[config.mk]
export PLATFORM = sky130hd
export DESIGN_NAME = uart_rx_flat
export DESIGN_NICKNAME = d
export VERILOG_FILES = /design/src/rtl/uart_pkg.sv /design/src/rtl/uart_rx_if.sv /design/src/rtl/sync_2ff.sv /design/src/rtl/uart_rx.sv /design/src/flat_wrapper.sv
export SDC_FILE = /design/constraint.sdc
export NUM_CORES = 1
export LEC_CHECK = 0
export ABC_AREA = 1
export BUFFER_PORTS_ARGS = -buffer_cell sky130_fd_sc_hd__buf_2
export CORE_MARGIN = 8
export CORE_UTILIZATION = 40
export DETAILED_ROUTE_END_ITERATION = 8
export PLACE_DENSITY_LB_ADDON = 0.08
export SLEW_MARGIN = 30
export SYNTH_ARGS = -nofsm -noshare
export SYNTH_HDL_FRONTEND = slang
export SYNTH_SLANG_ARGS = --single-unit
export TNS_END_PERCENT = 5
[constraint.sdc]
create_clock -name clk -period 1.5 [get_ports clk]
set_input_delay 0.15 -clock clk [delete_from_list [all_inputs] [get_ports clk]]
set_output_delay 0.15 -clock clk [all_outputs]
set_load 0.05 [all_outputs]
[src/rtl/uart_pkg.sv]
// Shared UART timing and state definitions, so RX and a future TX derive
// identical bit timing from the same clock/baud pair.
package uart_pkg;

  typedef enum logic [2:0] {
    ST_IDLE      = 3'd0,
    ST_START     = 3'd1,
    ST_DATA      = 3'd2,
    ST_STOP      = 3'd3,
    ST_WAIT_HIGH = 3'd4
  } uart_state_e;

  localparam int unsigned UART_DEF_CLK_FREQ = 50_000_000;
  localparam int unsigned UART_DEF_BAUD     = 115_200;

  // Clocks per bit, truncated.
  function automatic int unsigned uart_div(input int unsigned clk_freq,
                                           input int unsigned baud);
    return clk_freq / baud;
  endfunction

  // Offset from the start edge to the middle of the start bit.
  function automatic int unsigned uart_half(input int unsigned clk_freq,
                                            input int unsigned baud);
    return uart_div(clk_freq, baud) / 2;
  endfunction

endpackage

[src/rtl/uart_rx_if.sv]
// Serial line in, received byte and status pulses out.
interface uart_rx_if;
  logic       in_data;
  logic [7:0] out_byte;
  logic       out_valid;
  logic       frame_err;
  logic       busy;

  modport master (input in_data, output out_byte, out_valid, frame_err, busy);
  modport slave  (output in_data, input out_byte, out_valid, frame_err, busy);
endinterface

[src/rtl/sync_2ff.sv]
// Two-flop synchronizer for a single asynchronous input; reset value is a
// parameter so an idle-high line does not look like a start edge after reset.
module sync_2ff #(
  parameter logic RST_VAL = 1'b1
) (
  input  logic clk,
  input  logic rst_n,
  input  logic d_i,
  output logic q_o
);

  logic meta_q, sync_q;

  always_ff @(posedge clk or negedge rst_n) begin
    if (!rst_n) begin
      meta_q <= RST_VAL;
      sync_q <= RST_VAL;
    end else begin
      meta_q <= d_i;
      sync_q <= meta_q;
    end
  end

  assign q_o = sync_q;

endmodule

[src/rtl/uart_rx.sv]
// 8N1 UART receiver: mid-bit sampling from a single clocks-per-bit counter,
// one-cycle out_valid / frame_err pulses, break handled by waiting for idle.
module uart_rx
  import uart_pkg::*;
#(
  parameter int unsigned CLK_FREQ = UART_DEF_CLK_FREQ,
  parameter int unsigned BAUD     = UART_DEF_BAUD
) (
  input  logic       clk,
  input  logic       rst_n,
  uart_rx_if.master  bus
);

  localparam int unsigned DIV  = uart_div(CLK_FREQ, BAUD);
  localparam int unsigned HALF = uart_half(CLK_FREQ, BAUD);
  localparam int unsigned CW   = $clog2(DIV);
  localparam logic [CW-1:0] DIV_M1  = CW'(DIV - 1);
  localparam logic [CW-1:0] HALF_M1 = CW'(HALF - 1);

  logic rx_s;

  sync_2ff #(.RST_VAL(1'b1)) u_sync (
    .clk   (clk),
    .rst_n (rst_n),
    .d_i   (bus.in_data),
    .q_o   (rx_s)
  );

  uart_state_e   state_q, state_d;
  logic [CW-1:0] cnt_q,   cnt_d;
  logic [2:0]    idx_q,   idx_d;
  logic [7:0]    shift_q, shift_d;
  logic [7:0]    byte_q,  byte_d;
  logic          valid_q, valid_d;
  logic          ferr_q,  ferr_d;

  always_ff @(posedge clk or negedge rst_n) begin
    if (!rst_n) begin
      state_q <= ST_IDLE;
      cnt_q   <= '0;
      idx_q   <= '0;
      shift_q <= '0;
      byte_q  <= '0;
      valid_q <= 1'b0;
      ferr_q  <= 1'b0;
    end else begin
      state_q <= state_d;
      cnt_q   <= cnt_d;
      idx_q   <= idx_d;
      shift_q <= shift_d;
      byte_q  <= byte_d;
      valid_q <= valid_d;
      ferr_q  <= ferr_d;
    end
  end

  always_comb begin
    state_d = state_q;
    cnt_d   = cnt_q;
    idx_d   = idx_q;
    shift_d = shift_q;
    byte_d  = byte_q;
    valid_d = 1'b0;
    ferr_d  = 1'b0;
    unique case (state_q)
      ST_IDLE: begin
        cnt_d = '0;
        if (!rx_s) state_d = ST_START;
      end
      ST_START: begin
        if (cnt_q == HALF_M1) begin
          cnt_d   = '0;
          idx_d   = '0;
          // A line already high again at mid start bit was only a glitch.
          state_d = rx_s ? ST_IDLE : ST_DATA;
        end else begin
          cnt_d = cnt_q + 1'b1;
        end
      end
      ST_DATA: begin
        if (cnt_q == DIV_M1) begin
          cnt_d          = '0;
          shift_d[idx_q] = rx_s;
          idx_d          = idx_q + 1'b1;
          if (idx_q == 3'd7) state_d = ST_STOP;
        end else begin
          cnt_d = cnt_q + 1'b1;
        end
      end
      ST_STOP: begin
        if (cnt_q == DIV_M1) begin
          cnt_d = '0;
          if (rx_s) begin
            byte_d  = shift_q;
            valid_d = 1'b1;
            state_d = ST_IDLE;
          end else begin
            ferr_d  = 1'b1;
            state_d = ST_WAIT_HIGH;
          end
        end else begin
          cnt_d = cnt_q + 1'b1;
        end
      end
      // A break must not retrigger START until the line has gone idle.
      ST_WAIT_HIGH: begin
        if (rx_s) state_d = ST_IDLE;
      end
      default: state_d = ST_IDLE;
    endcase
  end

  assign bus.out_byte  = byte_q;
  assign bus.out_valid = valid_q;
  assign bus.frame_err = ferr_q;
  assign bus.busy      = (state_q != ST_IDLE);

endmodule
[src/flat_wrapper.sv]
// flat-port wrapper written by rule: the top's interface ports become plain ports
module uart_rx_flat import uart_pkg::*;
#(
  parameter int unsigned CLK_FREQ = UART_DEF_CLK_FREQ,
  parameter int unsigned BAUD     = UART_DEF_BAUD
)
  (clk, rst_n, bus_in_data, bus_out_byte, bus_out_valid, bus_frame_err, bus_busy);
  uart_rx_if bus_i ();
  input  logic clk;
  input  logic rst_n;
  input wire logic [$bits(bus_i.in_data)-1:0] bus_in_data;
  output wire logic [$bits(bus_i.out_byte)-1:0] bus_out_byte;
  output wire logic [$bits(bus_i.out_valid)-1:0] bus_out_valid;
  output wire logic [$bits(bus_i.frame_err)-1:0] bus_frame_err;
  output wire logic [$bits(bus_i.busy)-1:0] bus_busy;
  assign bus_i.in_data = bus_in_data;
  assign bus_out_byte = bus_i.out_byte;
  assign bus_out_valid = bus_i.out_valid;
  assign bus_frame_err = bus_i.frame_err;
  assign bus_busy = bus_i.busy;
  uart_rx #(.CLK_FREQ(CLK_FREQ), .BAUD(BAUD)) u_core (.clk(clk), .rst_n(rst_n), .bus(bus_i));
endmodule
==> results of run 1 <==
==> final cells by class <==
class / instances / area [sq um] / area share [%]
Clock buffer: 5 / 68.8 / 3.11
Clock inverter: 3 / 43.8 / 1.98
Inverter: 26 / 109 / 4.92
Multi-Input combinational cell: 154 / 843 / 38.1
Sequential cell: 35 / 881 / 39.8
Tap cell: 52 / 65.1 / 2.94
Timing Repair Buffer: 30 / 200 / 9.05
==> worst min-delay path by stage <==
stage,slack [ps],depth (start not counted),start,to
final,360,0,u_core.u_sync.meta_q,u_core.u_sync.q_o
after floorplan,-150,0,rst_n,u_core.bus.frame_err
after global routing,360,0,u_core.u_sync.meta_q,u_core.u_sync.q_o
after CTS,360,0,u_core.u_sync.meta_q,u_core.u_sync.q_o
after detailed placement,210,2,rst_n,u_core.cnt_q[6]
after global placement,210,2,rst_n,u_core.cnt_q[5]
==> critical path, stage by stage, from the launching register on <==
cell and delay (ps):
dfrtp_1 390, inv_2 90, ha_4 140, nand2_4 50, nor2_4 90, nand2_4 120, nor2_4 220, nand2_2 80
o21ai_2 140, nand2_1 50
==> registers in the layout, summed over array words and instances (netlist names), 3 cells and up <==
register	count
u_core.cnt_q	9
u_core.bus.out_byte	8
u_core.idx_q	3
u_core.state_q	3
u_core.shift_q	8
==> cell usage after synthesis (all sizes together) <==
| library cell | n |
|---|---|
| nand2 | 81 |
| dfrtp | 33 |
| inv | 24 |
| nand3 | 23 |
| nor2 | 17 |
| o21ai | 15 |
| ha | 5 |
| a21oi | 3 |
| buf | 2 |
| clkbuf | 2 |
| clkinv | 2 |
| dfstp | 2 |
| nand3b | 2 |
| nand4 | 2 |
| nor3 | 2 |
| o22ai | 1 |
| o31ai | 1 |
==> per-layer routing <==
layer	share of wire, %	wire [microns]
met1	51	1930
met2	43	1610
met3	5.1	192
met4	1.4	53
met5	0	0
==> power by group <==
group / leakage (nW) / internal [W] / switching (W)
logic: 0.619 / 0.0000114 / 0.0000267
clock network: 0.0581 / 0.000495 / 0.000359
registers: 0.464 / 0.000948 / 0.00000250
==> metrics by stage <==
step / power [W] / utilization (%) / TNS [ps] / area (sq um) / std cells
after floorplan: 0.000974 / - / 0 / 1750 / 217
after global placement: 0.00100 / 45.3 / 0 / 1950 / 291
after detailed placement: 0.00100 / 45.3 / -41.7 / 1950 / 291
after CTS: 0.00188 / 48.5 / -48.6 / 2080 / 301
after global routing: 0.00192 / 51.5 / -365 / 2210 / 305
final: 0.00184 / 51.5 / 0 / 2210 / 305
==> kinds of logic (layout without fill, tap and decap cells) <==
family	Yosys count	count (layout)	share of synthesized area, %
AO/OA/AOI/OAI	20	20	6.15
adder cells (fa/ha/maj)	5	5	3.57
buffers and inverters	30	64	7.50
flip-flops	35	35	50.2
AND/OR/NAND/NOR	127	129	32.6
==> repair_timing <==
item,CTS,global route
cloned,0,2
setup endpoints to repair,2,32
hold endpoints to repair,34,0
pin swaps,0,8
hold buffers,2,0
resized for setup,1,32
buffers inserted,0,2
==> out/results.ini, run 1 <==
[run_status]
status = finished clean

[synthesis]
synth_area_leader_cell = dfrtp_1
yosysSeqAreaShare_pct = 50.2
synth_warnings = 0
synthDistinctLibCells = 26
ys_seq_elements = 35
synthCells = 217
synthesis.nets = 225
synthTopCellsByArea = dfrtp_1 (47%), nand2_1 (17%), nand3_1 (6.3%), inv_1 (4.3%), ha_1 (3.6%)
postSynthAreaPerCell_sq_um = 8.07
syn_area_sq_mm = 0.00175
synth.top_cell.area_share_pct = 47.2

[job]
maxCapViolations = 0

[worst_setup_path]
reg2regPathDepth = 9
regToRegSetupSlack_ps = 30
crit_path_end = u_core.shift_q[4]
cp_max_fo = 7
crit-reg2reg-capture = u_core.shift_q[4]
cp-end-kind = register
r2r-start = u_core.cnt_q[1]
crit_type = reg -> reg
crit_arrival_ps = 1660
required_ps = 1690
setup.worst_path.start = u_core.cnt_q[1]
worstSetupStartpointType = register

[floorplan]
row_count = 24
ioPinCount = 14
dieArea_sq_mm = 0.00675
start_util_pct = 40.8
die_x_microns = 82.2
core_sq_mm = 0.00429
fp.dieH_microns = 82.2

[route]
via_per_inst = 4.72
dr.pass1.iters = 4
via_count = 1439
antenna_left = 0
drc = 0
routedWlPerCell_microns = 12.4
dr.first_iter.drc_count = 91
wirelength_microns = 3780

[clock_tree]
cts_sinks = 35
cts_inserted_buffers = 5
cts_tree = built
cts_max_path_buffers = 2
clk_pin_slew_ps = 80
clk_latency_ps = 290
htree_levels = 2
root_buffer = clkbuf_8

[sta]
rsz0062_at_grt = true
finalSetupViolations = 0
hold_violations = 0
fin_ws_ps = 29.8
clock_skew_ps = 8.75
maxSlewViolCount = 0
relSlewSlack_pct = 70.8
tightest_slew_ps = 438
holdWs_ps = 357
finalCriticalPeriod_ps = 1470
fin_crit_sh_pct = 98.0
max_freq_ghz = 0.680

[finish]
area_growth_pct = 26.3
mostFrequentLayoutCells = nand2_1 (69), dfrtp_1 (31), nand3_1 (18), inv_1 (16), buf_4 (15)
drive_above_1_share_pct = 31.2
final_common_cell = nand2_1
fill_cells = 436
final_nets = 260
n_antenna_cell = 0

[placed_design]
gp_congestion = 0.817
dpl.hpwl_microns = 2550
port_buffers = 13
place_ws_ps = -41.7

[power_and_ir_drop]
powerDensity_mw_per_mm2 = 833
ir_drop_mv = 0.490
p_leak_nw = 1.14

[grt]
grt_remaining_overflow = 0
grt_max_degree = 36
grt_pass1_wl_microns = 6260
grt_use_total_pct = 12.0
met1_usage_pct = 16.1
antenna_found_initial = 0
top_usage_layer = met2
grt_util_met3_pct = 3.90
use_met2_pct = 17.6
first_global_vias = 1345

[hold_path]
hold_path.class = reg -> reg

Power figures use the tool's default switching activity.
==> run 2: changes to the inputs <==
--- a/config.mk
+++ b/config.mk
@@ -14,5 +14,6 @@
 export SLEW_MARGIN = 30
 export SYNTH_ARGS = -nofsm -noshare
 export SYNTH_HDL_FRONTEND = slang
+export SYNTH_HIERARCHICAL = 1
 export SYNTH_SLANG_ARGS = --single-unit
 export TNS_END_PERCENT = 5
==> run 2 against run 1 <==
  * Combinational power is 8.7% lower
  * Non-clock buffer count is 2 higher
  * Clock skew down 3.4 ps
  * Register-to-register slack got worse by 20 ps
  * Hold slack gained 2.2 ps
  * Largest cell class unchanged
  * Critical path depth stayed put
  * Cell area shrank 1.4%
  * Synthesized cell count fell by 5.1%
  * Largest power group unchanged
  * Cell count shrank 3.6%
  * Total power shrank 0.29%
  * Wire length decreased by 3.4%
==> out/results.ini, run 2 <==
[run_status]
status = finished clean  ; unchanged

[clock_tree]
cts_max_path_buffers = 2  ; unchanged
cts_tree = built  ; unchanged
htree_levels = 2  ; unchanged
post-cts-setup-buffers = 0  ; unchanged
clk_latency_ps = 290  ; about the same
clk_pin_slew_ps = 70  ; was 80 ps
cts_inserted_buffers = 5  ; unchanged
cts_sinks = 35  ; unchanged
root_buffer = clkbuf_8  ; unchanged

[synthesis]
async_reset_ff_share_pct = 100  ; unchanged
synthXorXnorAreaFrac_pct = 2.56  ; was 0%
synth.area.mux_share_pct = 0  ; unchanged
synth_warnings = 6  ; was 0
synth-simple-area-share_pct = 30.6  ; was 32.6%
yosysMostFrequentCell = nand2_1  ; unchanged
synthDistinctLibCells = 25  ; was 26
synth.top_cell.area_share_pct = 48.3  ; was 47.2%
syn_area_sq_mm = 0.00171  ; was 0.00175 sq mm
synth_edf_count = 0  ; unchanged
synthesis.nets = 214  ; was 225
synthTopCellsByArea = dfrtp_1 (48%), nand2_1 (16%), nand3_1 (4.7%), inv_1 (4.4%), nor2_1 (4.2%)  ; was dfrtp_1 (47%), nand2_1 (17%), nand3_1 (6.3%), inv_1 (4.3%), ha_1 (3.6%)
postSynthAreaPerCell_sq_um = 8.30  ; was 8.07 sq um
dominantRegCellSynth = dfrtp_1  ; unchanged
synth_adder_area_share_pct = 3.66  ; was 3.57%
ys_seq_elements = 35  ; unchanged
synth_compound_area_share_pct = 6.08  ; was 6.15%
synth_area_leader_cell = dfrtp_1  ; unchanged
synth_common_cells = nand2_1 (71), dfrtp_1 (33), inv_1 (20)  ; was nand2_1 (77), dfrtp_1 (33), nand3_1 (22)
synth_top_family_by_area = simple AND/OR/NAND/NOR gates  ; unchanged
yosysSeqAreaShare_pct = 51.4  ; was 50.2%
synthCells = 206  ; was 217

[floorplan]
core_sq_mm = 0.00406  ; was 0.00429 sq mm
dieArea_sq_mm = 0.00662  ; was 0.00675 sq mm
fp.dieH_microns = 81.4  ; was 82.2 microns
start_util_pct = 42.1  ; was 40.8%
row_count = 23  ; was 24
ioPinCount = 14  ; unchanged
die_x_microns = 81.4  ; was 82.2 microns

[worst_setup_path]
cp_cell_sequence = inv_2 > ha_4 > nand2_4 > nor2_4 > nand2_4 > nor2_4 > nand3_2 > nand2_2 > o21ai_2  ; was inv_2 > ha_4 > nand2_4 > nor2_4 > nand2_4 > nor2_4 > nand2_2 > o21ai_2 > nand2_1
reg2regPathDepth = 9  ; unchanged
required_ps = 1690  ; about the same
cp.depth = 9  ; unchanged
cp-end-kind = register  ; unchanged
cp_max_fo = 6  ; was 7
timing.critical_path.buf_inv = 1  ; unchanged
slowest_stage = dfrtp_1  ; unchanged
crit_family = simple AND/OR/NAND/NOR gates  ; unchanged
crit_arrival_ps = 1670  ; was 1660 ps
worstSetupStartpointType = register  ; unchanged
crit_type = reg -> reg  ; unchanged
setup.worst_path.start = u_core/cnt_q[1]  ; was u_core.cnt_q[1]
critPathMaxStageDelay_ps = 390  ; about the same
r2r-start = u_core/cnt_q[1]  ; was u_core.cnt_q[1]

[sta]
relSlewSlack_pct = 70.8  ; about the same
holdWs_ps = 359  ; was 357 ps
fin_ws_ps = 13.6  ; was 29.8 ps
hold_violations = 0  ; unchanged
tightest_slew_ps = 435  ; was 438 ps
finalSetupViolations = 0  ; unchanged
fin_setup_tns_ps = 0  ; unchanged
maxSlewViolCount = 0  ; unchanged
max_freq_ghz = 0.673  ; was 0.680 GHz
clock_skew_ps = 5.37  ; was 8.75 ps
finalCriticalPeriod_ps = 1490  ; was 1470 ps
rsz0062_at_grt = true  ; unchanged
fin_crit_sh_pct = 99.1  ; was 98.0%

[grt]
grt_pass1_wl_microns = 6130  ; was 6260 microns
grt_remaining_overflow = 0  ; unchanged
grt_max_degree = 36  ; unchanged
antenna_found_initial = 0  ; unchanged
grt_use_total_pct = 12.0  ; about the same
first_global_vias = 1307  ; was 1345

[route]
dr.pass1.iters = 4  ; unchanged
dr.first_iter.drc_count = 96  ; was 91
drc = 0  ; unchanged
via_per_inst = 4.75  ; was 4.72
routedWlPerCell_microns = 12.4  ; about the same
antenna_left = 0  ; unchanged
via_count = 1397  ; was 1439
wirelength_microns = 3660  ; was 3780 microns

[placed_design]
dpl.hpwl_microns = 2580  ; was 2550 microns
gp_congestion = 0.855  ; was 0.817
port_buffers = 13  ; unchanged
place_ws_ps = -87.0  ; was -41.7 ps

[power_and_ir_drop]
ir_drop_mv = 0.505  ; was 0.490 mV
power.total_w = 0.00184  ; about the same
p_leak_nw = 1.12  ; was 1.14 nW
powerDensity_mw_per_mm2 = 842  ; was 833 mW/mm^2

[finish]
n_antenna_cell = 0  ; unchanged
fill_cells = 368  ; was 436
drive_above_1_share_pct = 28.3  ; was 31.2%
final_nets = 251  ; was 260
final_common_cell = nand2_1  ; unchanged
top_register = u_core/cnt_q  ; was u_core.cnt_q
area_growth_pct = 27.6  ; was 26.3%
mostFrequentLayoutCells = nand2_1 (66), dfrtp_1 (31), nor2_1 (17), inv_1 (17), buf_4 (16)  ; was nand2_1 (69), dfrtp_1 (31), nand3_1 (18), inv_1 (16), buf_4 (15)
largest_reg_flops = 9  ; unchanged

[hold_path]
min_path_cells = 0  ; unchanged
hold_path.class = reg -> reg  ; unchanged
hp-start = u_core/u_sync/meta_q  ; was u_core.u_sync.meta_q

[job]
maxCapViolations = 0  ; unchanged

## run 2: changes by cell type after synthesis, moves of 2 or more
cell / before / now
nor2_1: 12 / 19
nand2_1: 77 / 71
nand3_1: 22 / 16
inv_2: 4 / 0
xor2_1: 0 / 3
clkinv_2: 2 / 0
nand2_2: 3 / 1
nand3b_1: 2 / 0
nor2_2: 3 / 1
nor3_2: 0 / 2
xnor2_1: 0 / 2
## run 2: worst register-to-register path, delay by kind of cell, from the launching register on
family,cells,cell delay [ps]
AND/OR/NAND/NOR,6,720
flip-flops,1,390
adder cells (fa/ha/maj),1,140
buffers and inverters,1,90
AO/OA/AOI/OAI,1,50
## run 2: logic make-up after synthesis
kind of cell | Yosys count
and+or+nand+nor | 118
adders and majority gates | 5
xor gates and xnor gates | 5
DFF | 35
buffers and inverters | 23
AOI/OAI and AO/OA | 20
## run 2: final timing paths
kind / to / slack (ps)
worst max-delay path: u_core/shift_q[6] / 10
worst min-delay path: u_core/u_sync/q_o / 360
worst max register to register: u_core/shift_q[6] / 10
worst min register to register: u_core/u_sync/q_o / 360
max in group asynchronous: u_core/u_sync/meta_q / 750
min in group asynchronous: u_core/cnt_q[5] / 410
## run 2: what timing repair did
| item | CTS | global route |
|---|---|---|
| setup endpoints to repair | 19 | 32 |
| gates resized for setup | 7 | 22 |
| pin swaps | 1 | 7 |
| gates cloned | 1 | 0 |
| hold buffers | 2 | 0 |
| endpoints found under the hold margin | 34 | 0 |
## run 2: layer usage
layer | track usage (%) | up-vias | share of wire, % | wire (microns)
met5 | 0 | - | 0 | 0
met4 | 5.89 | 0 | 2.4 | 89
met3 | 3.09 | 10 | 4.5 | 164
met2 | 17.5 | 26 | 43 | 1570
met1 | 16.0 | 631 | 50 | 1830
li1 | - | 730 | - | -
## run 2: through the flow
stage / std cells / cell area, sq um / util [%]
final: 294 / 2180 / 53.7
after global routing: 294 / 2180 / 53.7
after CTS: 294 / 2110 / 51.9
after detailed placement: 283 / 1950 / 48.2
after global placement: 283 / 1950 / 48.2
after floorplan: 206 / 1710 / -
## run 2: final cells by class
type / count / area [sq um] / area share (%)
well taps: 50 / 62.6 / 2.87
clock inverters: 3 / 43.8 / 2.01
inverters: 20 / 75.1 / 3.44
repair buffers: 32 / 231 / 10.6
clock buffers: 5 / 68.8 / 3.16
flip-flops and latches: 35 / 881 / 40.4
multi-input cells: 149 / 818 / 37.5
## run 2: report_power, final
group	switching [W]	leakage (nW)	internal, W
Combinational	0.0000252	0.596	0.00000959
Sequential	0.00000281	0.464	0.000948
Clock	0.000356	0.0581	0.000494
Total	0.000384	1.12	0.00145
==> run 3: changes to the inputs <==
--- a/config.mk
+++ b/config.mk
@@ -10,7 +10,7 @@
 export CORE_MARGIN = 8
 export CORE_UTILIZATION = 40
 export DETAILED_ROUTE_END_ITERATION = 8
-export PLACE_DENSITY_LB_ADDON = 0.08
+export PLACE_DENSITY_LB_ADDON = 0.25
 export SLEW_MARGIN = 30
 export SYNTH_ARGS = -nofsm -noshare
 export SYNTH_HDL_FRONTEND = slang
==> run 3 against run 2 <==
  * Cell area is 0.29% lower
  * Setup slack improved by 17 ps
  * Combinational power up 13%
  * Wire length is 6.9% lower
  * Non-clock buffer count is 4 higher
  * Via count increased by 0.57%
  * Critical path depth increased by 1
  * Sequential share of layout area up 0.059 points
  * Sequential power about the same
  * Cell count rose by 1.0%
  * Die area did not move
  * Clock skew is 3.3 ps higher
  * Highest routed layer unchanged
==> out/results.ini, run 3 (synthesized netlist as in run 2, its figures left out) <==
[run_status]
status = finished clean  ; unchanged

[placed_design]
dp.cells = 285  ; was 283
port_buffers = 13  ; unchanged
dpl.hpwl_microns = 2460  ; was 2580 microns
gp_congestion = 0.820  ; was 0.855

[floorplan]
dieArea_sq_mm = 0.00662  ; unchanged
start_util_pct = 42.1  ; unchanged
row_count = 23  ; unchanged
fp.dieH_microns = 81.4  ; unchanged
ioPinCount = 14  ; unchanged
core_sq_mm = 0.00406  ; unchanged
die_x_microns = 81.4  ; unchanged

[finish]
final_nets = 254  ; was 251
largest_reg_flops = 9  ; unchanged
mostFrequentLayoutCells = nand2_1 (68), dfrtp_1 (32), inv_1 (18), nor2_1 (17), buf_4 (17)  ; was nand2_1 (66), dfrtp_1 (31), nor2_1 (17), inv_1 (17), buf_4 (16)
area_growth_pct = 27.2  ; was 27.6%
fin_cells = 297  ; was 294
top_register = u_core/cnt_q  ; unchanged
drive_above_1_share_pct = 25.5  ; was 28.3%
final_common_cell = nand2_1  ; unchanged
n_antenna_cell = 0  ; unchanged

[worst_setup_path]
worstSetupStartpointType = register  ; unchanged
r2r-start = u_core/cnt_q[1]  ; unchanged
cp_max_fo = 5  ; was 6
regToRegSetupSlack_ps = 30  ; was 10 ps
cp-end-kind = register  ; unchanged
reg2regPathDepth = 10  ; was 9
crit-reg2reg-capture = u_core/cnt_q[1]  ; was u_core/shift_q[6]
crit_type = reg -> reg  ; unchanged
required_ps = 1660  ; was 1690 ps
crit_arrival_ps = 1620  ; was 1670 ps

[grt]
grt_max_degree = 36  ; unchanged
grt_pass1_wl_microns = 6040  ; was 6130 microns
grt_use_total_pct = 11.7  ; was 12.0%
first_global_vias = 1313  ; was 1307
antenna_found_initial = 0  ; unchanged
grt_remaining_overflow = 0  ; unchanged

[sta]
finalCriticalPeriod_ps = 1470  ; was 1490 ps
clock_skew_ps = 8.64  ; was 5.37 ps
tightest_slew_ps = 288  ; was 435 ps
hold_violations = 0  ; unchanged
fin_crit_sh_pct = 97.9  ; was 99.1%
finalSetupViolations = 0  ; unchanged
relSlewSlack_pct = 80.6  ; was 70.8%
maxSlewViolCount = 0  ; unchanged
max_freq_ghz = 0.681  ; was 0.673 GHz
fin_setup_tns_ps = 0  ; unchanged
rsz0062_at_grt = true  ; unchanged

[power_and_ir_drop]
power.total_w = 0.00182  ; was 0.00184 W
ir_drop_mv = 0.418  ; was 0.505 mV
powerDensity_mw_per_mm2 = 836  ; was 842 mW/mm^2
p_leak_nw = 1.12  ; about the same

[route]
routedWlPerCell_microns = 11.5  ; was 12.4 microns
via_per_inst = 4.73  ; was 4.75
wirelength_microns = 3400  ; was 3660 microns
dr.first_iter.drc_count = 57  ; was 96
dr.pass1.iters = 4  ; unchanged
drc = 0  ; unchanged
via_count = 1405  ; was 1397
antenna_left = 0  ; unchanged

[clock_tree]
cts_tree = built  ; unchanged
cts_sinks = 35  ; unchanged
cts_max_path_buffers = 2  ; unchanged
clk_pin_slew_ps = 60  ; was 70 ps
htree_levels = 2  ; unchanged
root_buffer = clkbuf_8  ; unchanged
cts_inserted_buffers = 5  ; unchanged
clk_latency_ps = 290  ; about the same

[hold_path]
hold_path.class = in -> async  ; was reg -> reg

[job]
maxCapViolations = 0  ; unchanged

==> run 3: cell types whose count changed in the layout (fill, tap and decap cells not counted), moves of 2 or more <==
cell / delta
nand3_1: +3
buf_6: +2
nand2_1: +2
nand3_2: -3
==> run 3: critical path: stages (launching register included) <==
cell and delay (ps):
dfrtp_1 390, inv_2 70, ha_1 150, nand2_2 70, nor2_4 120, nand2_4 90, nand2_1 90, nand2_2 90
buf_4 150, nand2_1 40, o21ai_0 80
==> run 3: stage by stage <==
| step | util, % | setup slack (ps) | hold WS (ps) | cell area (sq um) |
|---|---|---|---|---|
| detailed placement | 48.5 | -98.1 | 126 | 1970 |
| global placement | 48.5 | -72.3 | 123 | 1970 |
| global route | 53.6 | -111 | 362 | 2170 |
| floorplan | - | 85.9 | -146 | 1710 |
| finish | 53.6 | 31.0 | 348 | 2170 |
| CTS | 52.4 | -1.92 | 341 | 2130 |
==> run 3: worst max path at each step <==
stage / from / endpoint / slack, ps / cells past startpoint
2_1_floorplan: u_core/cnt_q[1] / u_core/shift_q[1] / 90 / 10
3_3_place_gp: u_core/cnt_q[1] / u_core/idx_q[1] / -70 / 9
3_5_place_dp: u_core/cnt_q[1] / u_core/idx_q[2] / -100 / 9
4_1_cts: u_core/cnt_q[1] / u_core/shift_q[4] / -2 / 10
5_1_grt: u_core/cnt_q[1] / u_core/shift_q[7] / -110 / 10
6_report: u_core/cnt_q[1] / u_core/cnt_q[1] / 30 / 10
==> run 3: metal layers <==
metal / up-vias / wire [microns] / GRT usage (%)
li1: 730 / - / -
met4: 0 / 102 / 5.36
met5: - / 0 / 0
met1: 639 / 1650 / 15.1
met2: 25 / 1480 / 17.3
met3: 11 / 176 / 4.08
==> run 3: power breakdown <==
part	internal, W	switching, W
Clock	0.000494	0.000335
Combinational	0.0000133	0.0000258
Sequential	0.000948	0.00000256
==> run 3: final cells by class <==
class	instances	area, sq um
fillers	386	1880
flip-flops and latches	35	880
multi-input cells	148	763
repair buffers	36	282
inverters	20	75.1
clock buffers	5	68.8
well taps	50	62.6
clock inverters	3	43.8
==> run 3: repair_timing <==
| item | CTS | global route |
|---|---|---|
| resized for setup | 4 | 15 |
| hold buffers | 2 | 0 |
| buffers inserted | 1 | 1 |
| endpoints found under the setup margin | 18 | 32 |
| hold endpoints to repair | 34 | 0 |
| pin swaps | 1 | 2 |
